$ cat src/rtl/seq_multiplier.sv
// Sequential shift-add multiplier: one multiplier bit per cycle, LSB first.
// Ports: clk, rst (sync, active-high), in_valid/in_ready + a/b operand
// handshake, out_valid/out_ready + product result handshake, busy.
// MULT_SIGNED_EN: when defined, operands and product are two's complement.
module seq_multiplier #(
  parameter int WIDTH = 4
) (
  input  logic               clk,
  input  logic               rst,
  input  logic               in_valid,
  output logic               in_ready,
  input  logic [WIDTH-1:0]   a,
  input  logic [WIDTH-1:0]   b,
  output logic               out_valid,
  input  logic               out_ready,
  output logic [2*WIDTH-1:0] product,
  output logic               busy
);

  localparam int PW = 2 * WIDTH;
  localparam int CW = $clog2(WIDTH);

  typedef enum logic [1:0] {
    IDLE,
    RUN,
    DONE
  } state_t;

  state_t            state_q, state_d;
  logic [CW-1:0]     cnt_q, cnt_d;
  logic [PW-1:0]     mcand_q, mcand_d;
  logic [WIDTH-1:0]  mplier_q, mplier_d;
  logic [PW-1:0]     acc_q, acc_d;
  logic              last;
  logic [PW-1:0]     addend;

  // mcand_q is kept pre-shifted by the bit index and mplier_q shifted
  // right, so the current bit is always mplier_q[0].
  always_comb begin
    state_d  = state_q;
    cnt_d    = cnt_q;
    mcand_d  = mcand_q;
    mplier_d = mplier_q;
    acc_d    = acc_q;
    last     = (cnt_q == CW'(WIDTH - 1));
    addend   = mplier_q[0] ? mcand_q : '0;
    unique case (state_q)
      IDLE: begin
        if (in_valid) begin
`ifdef MULT_SIGNED_EN
          mcand_d = {{WIDTH{a[WIDTH-1]}}, a};
`else
          mcand_d = {{WIDTH{1'b0}}, a};
`endif
          mplier_d = b;
          acc_d    = '0;
          cnt_d    = '0;
          state_d  = RUN;
        end
      end
      RUN: begin
`ifdef MULT_SIGNED_EN
        // b's MSB carries negative weight
        acc_d = last ? (acc_q - addend) : (acc_q + addend);
`else
        acc_d = acc_q + addend;
`endif
        mcand_d  = mcand_q << 1;
        mplier_d = mplier_q >> 1;
        cnt_d    = cnt_q + CW'(1);
        if (last) begin
          state_d = DONE;
        end
      end
      DONE: begin
        if (out_ready) begin
          state_d = IDLE;
        end
      end
      default: state_d = IDLE;
    endcase
  end

  always_ff @(posedge clk) begin
    if (rst) begin
      state_q  <= IDLE;
      cnt_q    <= '0;
      mcand_q  <= '0;
      mplier_q <= '0;
      acc_q    <= '0;
    end else begin
      state_q  <= state_d;
      cnt_q    <= cnt_d;
      mcand_q  <= mcand_d;
      mplier_q <= mplier_d;
      acc_q    <= acc_d;
    end
  end

  assign in_ready  = (state_q == IDLE);
  assign busy      = (state_q != IDLE);
  assign out_valid = (state_q == DONE);
  assign product   = acc_q;

endmodule

$ cat config.mk
export PLATFORM = sky130hd
export DESIGN_NAME = seq_multiplier
export DESIGN_NICKNAME = d
export VERILOG_FILES = /design/src/rtl/seq_multiplier.sv
export SDC_FILE = /design/constraint.sdc
export NUM_CORES = 1
export LEC_CHECK = 0
export CAP_MARGIN = 0
export CORE_UTILIZATION = 53
export DETAILED_ROUTE_END_ITERATION = 10
export MAX_ROUTING_LAYER = met4
export PLACE_DENSITY = 0.8
export SYNTH_ARGS = -nofsm -noshare
export SYNTH_HDL_FRONTEND = slang
export SYNTH_SLANG_ARGS = --single-unit
$ cat constraint.sdc
create_clock -name clk -period 5.3 [get_ports clk]
set_input_delay 0.795 -clock clk [delete_from_list [all_inputs] [get_ports clk]]
set_output_delay 0.795 -clock clk [all_outputs]
set_load 0.005 [all_outputs]
==> flow_metrics.env <==
export IMPL_drt_first_pass_iters=4
export IMPL_clock_root_buffer="clkbuf_4"
export IMPL_finClkSkew_ns=0.00532
export IMPL_yosysTopAreaCellShare_pct=35.5
export IMPL_area_growth_pct=17.3
export IMPL_syn_inst=169
export IMPL_drc=0
export IMPL_nNetsFinal=206
export IMPL_cp_max_fo=19
export IMPL_grtUsageTotal_pct=22.2
export IMPL_cts_buffer_depth=2
export IMPL_avgViaCountPerCell=5.53
export IMPL_clock_latency_ns=0.31
export IMPL_drt_iter0_markers=21
export IMPL_whs_path_depth=1
export IMPL_hpwlAfterDp_um=1890
export IMPL_num_vias=1173
export IMPL_path_clk_slew_ns=0.13
export IMPL_worstSetupPathType="reg -> out"
export IMPL_ctsResizeCount=0
export IMPL_post_cts_buffers=0
export IMPL_crit_family="flip-flops"
export IMPL_initial_core_util_pct=58.4
export IMPL_ys_seq_elements=24
export IMPL_min_period_ns=2.56
export IMPL_cpPeakStageDelay_ns=0.74
export IMPL_fp_row_count=17
export IMPL_die_area_mm2=0.00276
export IMPL_power_density_mw_per_mm2=216
export IMPL_worstPathArrival_ns=1.76
export IMPL_io_pins=23
export IMPL_startpoint_type="flop"
export IMPL_postSynth_asyncResetShare_pct=0
export IMPL_ant_nets=0
export IMPL_ys_warn_count=0
export IMPL_maxCapViolCount=0
export IMPL_postLayoutCellArea_mm2=0.00159
export IMPL_totalWireLength_um=2660
export IMPL_fin_crit_sh_pct=48.3
export IMPL_die_x_um=52.6
export IMPL_ys_types=36
export IMPL_hold_slack_ns=0.497
export IMPL_cts_buffers=3
export IMPL_antenna_found_initial=0
export IMPL_worst_slew_pin_slew_ns=1.18
export IMPL_end_kind="primary output"
export IMPL_dieHeight_um=52.6
export IMPL_path_cells="or2_2 -> clkdlybuf4s50_1"
export IMPL_reg2reg_slack_ns=3.02
export IMPL_synthTopCellsByArea="dfxtp_1, nor2_1, ha_1, a22oi_1, a21oi_1"
export IMPL_path_buf_inv=1
export IMPL_setup_viol=0
export IMPL_synth_edf_count=0
export IMPL_cp_data_required_time_ns=4.51
export IMPL_cp_depth=2
export IMPL_diodes=0
export IMPL_grt_max_degree=27
export IMPL_relSlewSlack_pct=20.9
export IMPL_synth_area_mm2=0.00136
export IMPL_portBuffers=22
export IMPL_yosys_area_top_type="dfxtp_1"
export IMPL_htreeDepth=1
export IMPL_core_mm2=0.00232
export IMPL_rsz0062_at_grt="no"
export IMPL_drv_slew=0
export IMPL_postPlaceCellArea_mm2=0.00155
export IMPL_wire_per_inst_um=12.5
export IMPL_status="finished clean"
export IMPL_place_gp_congestion=0.773
export IMPL_drive_gt1_share_pct=5.43
export IMPL_cts_tree="done"
export IMPL_hold_class="reg -> reg"
export IMPL_grt_pass1_vias=1094
export IMPL_synth_seq_area_share_pct=35.5
export IMPL_clock_fmax_mhz=391
export IMPL_p_leak_nw=0.681
export IMPL_syn_num_nets=190
export IMPL_reg2regPathDepth=4
export IMPL_tns_ns=0
export IMPL_ys_flop_type="dfxtp_1"
export IMPL_cts_sinks=24
export IMPL_fillers=197
export IMPL_hold_buffers=0
export IMPL_vdd_ir_drop_worst_mv=0.153
export IMPL_finalHoldViolCount=0
export IMPL_grt_remaining_overflow=0
export IMPL_cpMaxStageDelayCell="dfxtp_1"
export IMPL_grt_pass1_wl_um=4510
export IMPL_syn_avg_cell_area_um2=8.02
[power breakdown]
group,total [mW],internal [mW],switching (mW)
Clock,0.0975,0.0419,0.0556
Sequential,0.197,0.188,0.00894
Combinational,0.0494,0.0250,0.0244
[synthesized netlist by cell type (2+ instances only)]
cell type  instances
a22oi_1           11
nand3_1            4
and2_1             7
buf_2              4
nor2b_1           11
ha_1               8
clkbuf_1           4
xnor2_1            2
nand4_1            3
inv_1              4
nor3_1             7
nand2_1            5
xor2_1             3
a21oi_1           14
dfxtp_1           24
buf_4              3
nor2_1            36
[cell type report]
cell class              count  area (um^2)  share of cell area, %
flip-flops and latches     24          480                   30.2
multi-input cells         130          802                   50.5
clock buffers               4         36.3                   2.28
repair buffers             22          220                   13.9
well taps                  28         35.0                   2.20
inverters                   4         15.0                  0.945
[worst reg2reg max path, cell delays in order, from the launching register on]
cell     delay (ns)
dfxtp_1        0.74
nor2b_1        1.01
nand4_1        0.17
a21oi_1        0.21
a211o_1        0.11
[final timing paths]
path | startpoint | endpoint
setup / recovery | state_q[0] | busy
hold / removal | cnt_q[0] | cnt_q[0]
setup reg to reg | state_q[0] | product[7]
hold reg to reg | cnt_q[0] | cnt_q[0]
[per-stage QoR]
step / power (mW) / cells / worst slack [ns] / utilization [%]
floorplan: 0.234 / 169 / 3.34 / -
global placement: 0.248 / 208 / 2.65 / 67.0
detailed placement: 0.250 / 208 / 2.59 / 67.0
CTS: 0.347 / 212 / 2.73 / 68.5
global route: 0.361 / 212 / 2.61 / 68.5
finish: 0.344 / 212 / 2.74 / 68.5
[per-layer routing]
layer / GRT usage [%] / vias to the layer above / wire, um
met1: 27.9 / 541 / 1280
met4: 7.46 / 0 / 20
li1: - / 609 / -
met2: 36.7 / 21 / 1280
met5: - / - / 0
met3: 2.90 / 2 / 73
[cell usage in the layout, fill, tap and decap left out, types with 2 or more instances in the layout]
master	n
nor2_1	36
dfxtp_1	24
clkdlybuf4s50_1	22
a21oi_1	14
nor2b_1	11
a22oi_1	11
ha_1	8
and2_1	7
nor3_1	7
nand2_1	5
inv_1	4
nand3_1	4
nand4_1	3
xor2_1	3
clkbuf_4	3
xnor2_1	2
[state kept, by name, indices dropped and copies added (netlist names)]
register	cells
mcand_q	8
product	8
mplier_q	4
cnt_q	2
state_q	2
[cell families (layout without fill, tap and decap cells)]
group / after synthesis / count (layout) / share of synthesized area [%]
buf+inv: 15 / 30 / 5.35
flops: 24 / 24 / 35.5
simple gates: 80 / 80 / 29.3
compound gates: 35 / 35 / 17.1
fa+ha+maj: 9 / 9 / 8.86
mux: 1 / 1 / 0.739
xor+xnor: 5 / 5 / 3.23
Power figures use the tool's default switching activity.
